[src/rtl/bird_pkg.sv]
// bird_pkg: shared types and constants for the bird sprite motion logic.
//   bird_state_t : motion state encoding (IDLE=0, FLY=1, FALL=2, OVER=3)
//   KEY_FLAP     : keycode that triggers a flap (space bar)
package bird_pkg;

  typedef enum logic [1:0] {
    IDLE = 2'd0,
    FLY  = 2'd1,
    FALL = 2'd2,
    OVER = 2'd3
  } bird_state_t;

  localparam logic [15:0] KEY_FLAP = 16'h2C;

endpackage

[src/rtl/bird_motion_key_edge_detect.sv]
// key_edge_detect: one-frame pulse on the first frame a given keycode appears.
// Holding the key yields a single pulse; any other keycode is ignored.
//   frame_clk : frame-rate clock
//   Reset     : asynchronous, active-high reset
//   keyboard  : current keycode
//   pulse     : high for one frame when keyboard first equals KEYCODE
module key_edge_detect #(
  parameter int               KEY_W   = 16,
  parameter logic [KEY_W-1:0] KEYCODE = KEY_W'('h2C)
) (
  input  logic             frame_clk,
  input  logic             Reset,
  input  logic [KEY_W-1:0] keyboard,
  output logic             pulse
);

  logic match;
  logic prev;

  assign match = (keyboard == KEYCODE);

  always_ff @(posedge frame_clk or posedge Reset) begin
    if (Reset) prev <= 1'b0;
    else       prev <= match;
  end

  assign pulse = match & ~prev;

endmodule

[src/rtl/bird_motion.sv]
// bird_motion: vertical trajectory of the player sprite, advanced once per
// video frame. Signed velocity with per-frame gravity, edge-triggered flap
// impulse and an IDLE/FLY/FALL/OVER state machine.
//   frame_clk : frame-rate clock, all state advances on its rising edge
//   Reset     : asynchronous, active-high reset
//   keyboard  : current keycode; KEY_FLAP (space) = flap
//   hit       : pipe collision flag (level)
//   BirdX     : sprite centre X (constant X_CENTER)
//   BirdY     : sprite centre Y
//   BirdS     : sprite half-size (constant SIZE)
//   BirdVel   : current signed velocity
//   state     : current motion state
//   game_over : high while in OVER
// Optional feature macro: BIRD_FLAP_COOLDOWN_EN adds a flap cooldown in FLY.
//
// state | meaning
// IDLE  | waiting at start position, first flap launches
// FLY   | under player control, gravity plus flaps
// FALL  | pipe hit, flaps ignored, dropping to the ground
// OVER  | on the ground, next flap restarts to IDLE
module bird_motion
  import bird_pkg::*;
#(
  parameter int POS_W    = 10,
  parameter int VEL_W    = 6,
  parameter int X_CENTER = 160,
  parameter int Y_CENTER = 240,
  parameter int Y_MIN    = 0,
  parameter int Y_MAX    = 479,
  parameter int SIZE     = 4,
  parameter int GRAVITY  = 1,
  parameter int FLAP_VEL = -6,
  parameter int VEL_MAX  = 7,
  parameter int COOLDOWN = 4
) (
  input  logic                    frame_clk,
  input  logic                    Reset,
  input  logic [15:0]             keyboard,
  input  logic                    hit,
  output logic [POS_W-1:0]        BirdX,
  output logic [POS_W-1:0]        BirdY,
  output logic [POS_W-1:0]        BirdS,
  output logic signed [VEL_W-1:0] BirdVel,
  output logic [1:0]              state,
  output logic                    game_over
);

  // Two extra bits so Y +/- velocity +/- SIZE never wraps before comparison.
  localparam int AW = POS_W + 2;

  localparam logic signed [AW-1:0]    GRAV_A   = AW'(GRAVITY);
  localparam logic signed [AW-1:0]    VMAX_A   = AW'(VEL_MAX);
  localparam logic signed [AW-1:0]    FLAP_A   = AW'(FLAP_VEL);
  localparam logic signed [AW-1:0]    SIZE_A   = AW'(SIZE);
  localparam logic signed [AW-1:0]    YMIN_A   = AW'(Y_MIN);
  localparam logic signed [AW-1:0]    YMAX_A   = AW'(Y_MAX);
  localparam logic [POS_W-1:0]        Y_START  = POS_W'(Y_CENTER);
  localparam logic [POS_W-1:0]        Y_LAUNCH = POS_W'(Y_CENTER + FLAP_VEL);
  localparam logic [POS_W-1:0]        Y_TOP    = POS_W'(Y_MIN + SIZE);
  localparam logic [POS_W-1:0]        Y_BOT    = POS_W'(Y_MAX - SIZE);
  localparam logic signed [VEL_W-1:0] FLAP_V   = VEL_W'(FLAP_VEL);

  if (VEL_MAX >= (1 << (VEL_W - 1))) begin : g_bad_vel_max
    $error("bird_motion: VEL_MAX does not fit the signed velocity register");
  end
  if (FLAP_VEL < -(1 << (VEL_W - 1))) begin : g_bad_flap_vel
    $error("bird_motion: FLAP_VEL does not fit the signed velocity register");
  end
  if (COOLDOWN < 0) begin : g_bad_cooldown
    $error("bird_motion: COOLDOWN must be non-negative");
  end

  bird_state_t             state_q, state_d;
  logic [POS_W-1:0]        y_q, y_d;
  logic signed [VEL_W-1:0] vel_q, vel_d;

  logic                    flap_pulse;
  logic                    flap_ok;
  logic signed [AW-1:0]    vel_ext, vel_sum, vel_grav, vel_try, y_try;
  logic                    top_hit, bot_hit;

  key_edge_detect #(
    .KEY_W   (16),
    .KEYCODE (KEY_FLAP)
  ) u_flap_edge (
    .frame_clk (frame_clk),
    .Reset     (Reset),
    .keyboard  (keyboard),
    .pulse     (flap_pulse)
  );

`ifdef BIRD_FLAP_COOLDOWN_EN
  localparam int CD_W = (COOLDOWN < 2) ? 1 : $clog2(COOLDOWN + 1);

  logic [CD_W-1:0] cd_q;
  logic            load_cd;

  assign flap_ok = flap_pulse && (cd_q == '0);
  // The launch from IDLE counts as an accepted flap and arms the cooldown.
  assign load_cd = flap_pulse &&
                   ((state_q == IDLE) || ((state_q == FLY) && flap_ok && !hit));

  always_ff @(posedge frame_clk or posedge Reset) begin
    if (Reset)                cd_q <= '0;
    else if (state_d == IDLE) cd_q <= '0;
    else if (load_cd)         cd_q <= CD_W'(COOLDOWN);
    else if (cd_q != '0)      cd_q <= cd_q - 1'b1;
  end
`else
  assign flap_ok = flap_pulse;
`endif

  // Candidate velocity/position for this frame. A hit overrides the flap, so
  // the bottom check on a hit edge uses the gravity-only velocity.
  always_comb begin
    vel_ext  = AW'(vel_q);
    vel_sum  = vel_ext + GRAV_A;
    vel_grav = (vel_sum > VMAX_A) ? VMAX_A : vel_sum;
    vel_try  = ((state_q == FLY) && flap_ok && !hit) ? FLAP_A : vel_grav;
    y_try    = $signed({2'b00, y_q}) + vel_try;
    top_hit  = (y_try - SIZE_A) < YMIN_A;
    bot_hit  = (y_try + SIZE_A) >= YMAX_A;
  end

  always_comb begin
    state_d = state_q;
    y_d     = y_q;
    vel_d   = vel_q;
    case (state_q)
      IDLE: begin
        y_d   = Y_START;
        vel_d = '0;
        if (flap_pulse) begin
          state_d = FLY;
          vel_d   = FLAP_V;
          y_d     = Y_LAUNCH;
        end
      end
      FLY: begin
        if (bot_hit) begin
          state_d = OVER;
          y_d     = Y_BOT;
          vel_d   = '0;
        end else if (hit) begin
          state_d = FALL;
          vel_d   = '0;
        end else if (top_hit) begin
          y_d   = Y_TOP;
          vel_d = '0;
        end else begin
          y_d   = y_try[POS_W-1:0];
          vel_d = vel_try[VEL_W-1:0];
        end
      end
      FALL: begin
        if (bot_hit) begin
          state_d = OVER;
          y_d     = Y_BOT;
          vel_d   = '0;
        end else begin
          y_d   = y_try[POS_W-1:0];
          vel_d = vel_try[VEL_W-1:0];
        end
      end
      OVER: begin
        if (flap_pulse) begin
          state_d = IDLE;
          y_d     = Y_START;
          vel_d   = '0;
        end
      end
      default: begin
        state_d = IDLE;
        y_d     = Y_START;
        vel_d   = '0;
      end
    endcase
  end

  always_ff @(posedge frame_clk or posedge Reset) begin
    if (Reset) begin
      state_q <= IDLE;
      y_q     <= Y_START;
      vel_q   <= '0;
    end else begin
      state_q <= state_d;
      y_q     <= y_d;
      vel_q   <= vel_d;
    end
  end

  assign BirdX     = POS_W'(X_CENTER);
  assign BirdS     = POS_W'(SIZE);
  assign BirdY     = y_q;
  assign BirdVel   = vel_q;
  assign state     = state_q;
  assign game_over = (state_q == OVER);

endmodule
[config.mk]
export PLATFORM = sky130hd
export DESIGN_NAME = bird_motion
export DESIGN_NICKNAME = d
export VERILOG_FILES = /design/src/rtl/bird_pkg.sv /design/src/rtl/bird_motion_key_edge_detect.sv /design/src/rtl/bird_motion.sv
export SDC_FILE = /design/constraint.sdc
export NUM_CORES = 1
export LEC_CHECK = 0
export ABC_CLOCK_PERIOD_IN_PS = 7700
export BUFFER_PORTS_ARGS = -buffer_cell sky130_fd_sc_hd__buf_2
export CAP_MARGIN = 10
export CORE_UTILIZATION = 30
export CTS_BUF_LIST = sky130_fd_sc_hd__clkbuf_4 sky130_fd_sc_hd__clkbuf_8 sky130_fd_sc_hd__clkbuf_16
export CTS_CLUSTER_SIZE = 24
export DETAILED_ROUTE_END_ITERATION = 8
export PLACE_DENSITY = 0.59
export SLEW_MARGIN = 20
export SYNTH_ARGS = -nofsm -noshare
export SYNTH_HDL_FRONTEND = slang
export SYNTH_SLANG_ARGS = --single-unit
[constraint.sdc]
create_clock -name frame_clk -period 7.7 [get_ports frame_clk]
set_input_delay 0.77 -clock frame_clk [delete_from_list [all_inputs] [get_ports frame_clk]]
set_output_delay 0.77 -clock frame_clk [all_outputs]
set_load 0.01 [all_outputs]
## Word level (Yosys, flattened, before mapping)

Cells that the tools add are included.

| storage, ports and cells | value |
|---|---|
| ROM bits | 0 |
| latch bits | 0 |
| bits in registers | 19 |
| bits in writable memories | 0 |
| output and inout bits | 39 |
| memories | 0 |

| cells by class | value |
|---|---|
| shifts and indexed selects | 0 |
| eq/ne operators | 9 |
| order comparisons | 3 |
| reductions and logical operators | 6 |
| mux-type cells | 22 |
| bitwise logic cells | 2 |
| add/sub/neg operators | 4 |
| divide/modulo/power cells | 0 |
| multipliers | 0 |

Operators by type and width:

| cell | count |
|---|---|
| $mux W10 | 5 |
| $pmux W10 S4 | 1 |
| $mux W6 | 6 |
| $mux W12 | 2 |
| $pmux W6 S4 | 1 |
| $eq A16 B6 Y1 const B | 1 |
| $add A11 B12 Y12 | 1 |
| $add A12 B4 Y12 const B | 1 |
| $ge A12 B10 Y1 const B | 1 |
| $lt A12 B1 Y1 const B | 1 |
| $sub A12 B4 Y12 const B | 1 |
| $mux W2 | 5 |
| $pmux W2 S4 | 1 |
| $add A6 B2 Y7 const B | 1 |
| $gt A7 B4 Y1 const B | 1 |
| $ne A3 B3 Y1 const B | 2 |
| $mux W5 | 1 |
| $eq A2 B2 Y1 const B | 2 |
| $ne A2 B2 Y1 const B | 2 |
| $reduce_and A4 Y1 | 1 |
| $eq A2 B1 Y1 const B | 1 |
| $logic_and A1 B1 Y1 | 2 |
| $logic_not A2 Y1 | 1 |
| $ne A2 B1 Y1 const B | 1 |
| 4 further kinds | 4 |

## Depth between registers and ports, before layout

| depth | value |
|---|---|
| depth after elaboration | 12 |
| depth in mapped cells | 18 |
| gate-level depth less buffers | 18 |

## Modules after synthesis

Synthesis repeated with hierarchy kept, for this count alone.

| second synthesis, totals | value |
|---|---|
| cells, all modules | 258 |
| area, all modules | 2228.4 sq um |

By module, submodules not included:

| module | area an instance (sq um) | sequential area each (sq um) | times used | cells an instance |
|---|---|---|---|---|
| bird_motion | 2150.8 | 455.4 | 1 | 250 |
| key_edge_detect | 77.6 | 25.0 | 1 | 8 |

## Worst setup path before layout

No wires, ideal clock.

| timing | value |
|---|---|
| path kind | input -> register |
| start | in keyboard[7] |
| end | reg y_q[4] (netlist: BirdY[4]) |
| slack | 3145 ps |
| buffers on the path | 0 |
| arrival | 4475 ps |
| data required time | 7619 ps |
| stages on the path | 15 |
| cells stage by stage | and4bb_1 nand2b_1 or3_1 nand2_1 inv_1 ha_1 fa_1 a211oi_2 o21ai_2 xor2_1 or4_4 nor4_4 mux2i_2 o211ai_1 a32oi_1 |

| on the way | value |
|---|---|
| cells in the longest elaborated chain, start to end | 12 |
| elaborated cells between the ends (all ways) | 19 |

Ends and longest elaborated chain:

| element | line | source |
|---|---|---|
| start, declared | bird_motion.sv:38 | `input logic [15:0] keyboard,` |
| $eq A16 B6 Y1 * | bird_motion_key_edge_detect.sv:20 | `assign match = (keyboard == KEYCODE);` |
| $and A1 B1 Y1 * | bird_motion_key_edge_detect.sv:27 | `assign pulse = match & ~prev;` |
| $logic_and A1 B1 Y1 (2 in a row) | bird_motion.sv:119 | `vel_try = ((state_q == FLY) && flap_ok && !hit) ? FLAP_A : vel_grav;` |
| $mux W12 | bird_motion.sv:119 |  |
| $add A11 B12 Y12 | bird_motion.sv:120 | `y_try = $signed({2'b00, y_q}) + vel_try;` |
| $sub A12 B4 Y12 | bird_motion.sv:121 | `top_hit = (y_try - SIZE_A) < YMIN_A;` |
| $lt A12 B1 Y1 | bird_motion.sv:121 |  |
| $mux W10 | bird_motion.sv:147 | `end else if (top_hit) begin` |
| $mux W10 | bird_motion.sv:144 | `end else if (hit) begin` |
| $mux W10 | bird_motion.sv:140 | `if (bot_hit) begin` |
| $pmux W10 S4 | bird_motion.sv:129 | `case (state_q)` |
| end signal, assigned | bird_motion.sv:187 | `y_q <= y_d;` |
| end, declared | bird_motion.sv:74 | `logic [POS_W-1:0] y_q, y_d;` |

Mark *: on every way between the ends. The rest lies on a longest branch, timed or not. The select of a mux whose other input is x is not followed.
A chain may end at the register's enable or synchronous reset.

## Worst setup path after layout

| timing | value |
|---|---|
| start | reg vel_q[0] (netlist: BirdVel[0]) |
| end | reg vel_q[4] (netlist: BirdVel[4]) |

| on the way | value |
|---|---|
| cells in the longest elaborated chain, start to end | 11 |
| elaborated cells between the ends (all ways) | 14 |

Ends and longest elaborated chain:

| element | line | source |
|---|---|---|
| start, declared | bird_motion.sv:75 | `logic signed [VEL_W-1:0] vel_q, vel_d;` |
| start signal, assigned | bird_motion.sv:188 | `vel_q <= vel_d;` |
| $add A6 B2 Y7 * | bird_motion.sv:117 | `vel_sum = vel_ext + GRAV_A;` |
| $gt A7 B4 Y1 | bird_motion.sv:118 | `vel_grav = (vel_sum > VMAX_A) ? VMAX_A : vel_sum;` |
| $mux W12 * | bird_motion.sv:118 |  |
| $mux W12 * | bird_motion.sv:119 |  |
| $add A11 B12 Y12 | bird_motion.sv:120 |  |
| $sub A12 B4 Y12 | bird_motion.sv:121 |  |
| $lt A12 B1 Y1 | bird_motion.sv:121 |  |
| $mux W6 | bird_motion.sv:147 |  |
| $mux W6 | bird_motion.sv:144 |  |
| $mux W6 | bird_motion.sv:140 |  |
| $pmux W6 S4 * | bird_motion.sv:129 |  |

Mark *: on every way between the ends. The rest lies on a longest branch, timed or not.

==> qor.txt <==
outcome: complete, no violations
Total Nets Final: 341
Post-DRT Antenna Nets: 0
filler cell count: 788
Skew-Pair Late Insertion Delay: 0.26 ns
Ys Warns: 0
number of enable flip-flop cells after synthesis: 0
crit path time final: 5.07 ns
crit start category: register
Leak: 1.18 nW
Vias/cell: 5.23
Post-Syn Area per Cell: 8.58 µm²
post-synth top area cell: dfrtp_1
CTS H-tree lvls: 1
Highest Clock Rate: 197 MHz
DR WL/cell: 14.6 µm
Hold Crit Start: BirdY[7]
HP Class: reg2reg
routability cong.: 0.883
WP data arrival: 5.24 ns
I/O pin cnt: 58
grt ovf: 0
ys flop type: dfrtp_1
clk sinks: 19
Post-DP HPWL: 4620 µm
share of cells above drive strength 1: 23.6%
most frequent cells in the layout: buf_2 (37), inv_1 (21), conb_1 (20)
# hold bufs at CTS: 0
Slew @ Worst Pin: 0.789 ns
Via Count: 2092
RSZ-0062 raised after global routing: false
kind of critical path: reg2reg
Post-route DRC: 0
max_cap viols: 0
most common cell after layout, fill and taps aside: buf_2
placed cell areas: 2500 µm²
Starting Density: 31.5%
Setup crit end kind: register
crit path from: BirdVel[0]
final WL: 5830 µm
maximum clock path buffer count: 2
Worst R2R Setup Slack: 2.63 ns
Slew HR: 47.4%
Finished Layout Cells: 400
vias in the first global route: 1854
final hold violations: 0
TritonCTS clock tree: done
VDD IR-drop max: 0.000102 V
largest net degree at the start of global routing: 20
Cell Rows: 31
n_diodes: 0
All-Layer GR Usage: 14.4%
TNS Setup: 0 ns
Async S/R FF share, synth: 100%
postcts setup bufs: 0
starting DRC count in detailed routing: 142
worst path required time: 7.87 ns
Final Setup Violations: 0
die area: 8050 µm²
Initial DRT Pass Iterations: 5
Synth Instances: 269
final worst path period share: 65.8%
antenna violations before repair: 0
IO Port Bufs: 37
skew final: 0.00460 ns
TritonCTS Buffers: 3
pwr/cell area: 293 nW/µm²
Post-Syn Area: 2310 µm²
final instance area: 2550 µm²
first-pass GRT wire length: 9510 µm
Yosys top cell area share: 16.3%
Die Y: 89.7 µm
sequential cell area fraction in the yosys report: 20.8%
CP max FO: 8
CTS clk-pin slew, worst paths: 0.08 ns
Reg-to-Reg Start: BirdVel[0]
Area Overhead vs Synth: 10.3%
Synth cell types: 73
CTS root buffer: clkbuf_8
width of the die: 89.7 µm
Inst Count DP: 396
cts repair resizes: 0
top cells by area, synth: dfrtp_1 (16%), ha_1 (10%), buf_4 (6.5%)
synthesized flop and latch total: 19
Core Area: 7330 µm²
Slew Viols, Final: 0
sequential cells by signal, summed over array words and instances, names as in the netlist:
signal and cells:
BirdY 10, BirdVel 6, state 2, u_flap_edge.prev 1
layout make-up:
cell class	count	area, µm²	area share [%]
tap	99	124	4.86
multi-input combinational	219	1630	63.8
inverter	22	82.6	3.24
sequential	19	480	18.9
clock buffer	4	48.8	1.92
timing repair buffer	37	185	7.27
kinds of logic (layout without fill, tap and decap cells):
logic type                 count (synthesis)  count (layout)  synth area share (%)
AOI/OAI and AO/OA                         87              87                  29.4
xor gates and xnor gates                  15              15                  6.02
adders and majority gates                 20              20                  11.2
buffers and inverters                     49              63                  11.7
DFF                                       19              19                  20.8
muxes                                      3               3                  1.52
other                                      2              20                 0.325
and+or+nand+nor                           74              74                  19.1
synth_stat cells, drive strengths merged, types with 4 or more instances:
cell type / n
a211oi: 5
a21o: 5
a21oi: 16
a31oi: 4
buf: 24
dfrtp: 15
dfstp: 4
ha: 19
inv: 22
nand2: 15
nand3: 7
nor2: 16
nor3: 6
o211ai: 8
o21ai: 21
o221ai: 4
or4: 4
xnor2: 10
xor2: 5
final timing paths:
kind | end | cells past startpoint
worst max-delay path | BirdVel[4] | 18
worst min-delay path | BirdY[7] | 2
worst max register to register | BirdVel[4] | 18
worst min register to register | BirdY[7] | 2
max in group asynchronous | BirdY[1] | 2
min in group asynchronous | state[1] | 2
metrics by stage:
step / hold slack [ns] / total power [W] / utilization, % / setup slack (ns)
finish: 0.494 / 0.000745 / 34.7 / 2.63
global route: 0.525 / 0.000810 / 34.7 / 2.30
CTS: 0.496 / 0.000743 / 34.7 / 2.66
detailed placement: 0.483 / 0.000665 / 34.1 / 2.61
global placement: 0.482 / 0.000662 / 34.1 / 2.71
floorplan: 0.481 / 0.000542 / - / 3.14
report_power, final:
part           internal (W)  total (W)  leakage (nW)  switching (W)
clock network     0.0000404  0.0000766        0.0262      0.0000362
registers          0.000138   0.000173         0.242      0.0000345
logic              0.000192   0.000495         0.916       0.000303
total              0.000371   0.000745          1.18       0.000374
critical path, cell delays in order (launching register included):
cell      delay [ns]
dfrtp_1         0.43
ha_1            0.27
xnor2_1         0.19
or4_1           0.13
a31oi_1         0.07
o311ai_0        0.52
nand2_1         0.11
nand2_1         0.10
inv_1           0.04
ha_1            0.20
fa_1            0.47
a211oi_2        0.32
o21ai_2         0.15
xor2_1          0.19
or4_4           0.57
nor4_4          0.31
mux2i_2         0.52
o211ai_4        0.17
o221ai_1        0.21
per-layer routing:
metal	global-route usage, %	part of all wire [%]	vias to the layer above
li1	-	-	1015
met1	21.5	48	1000
met2	22.1	46	75
met3	2.62	5.7	2
met4	1.23	0.24	0
met5	0	0	-
No activity file was read; power rests on OpenSTA's default activity.
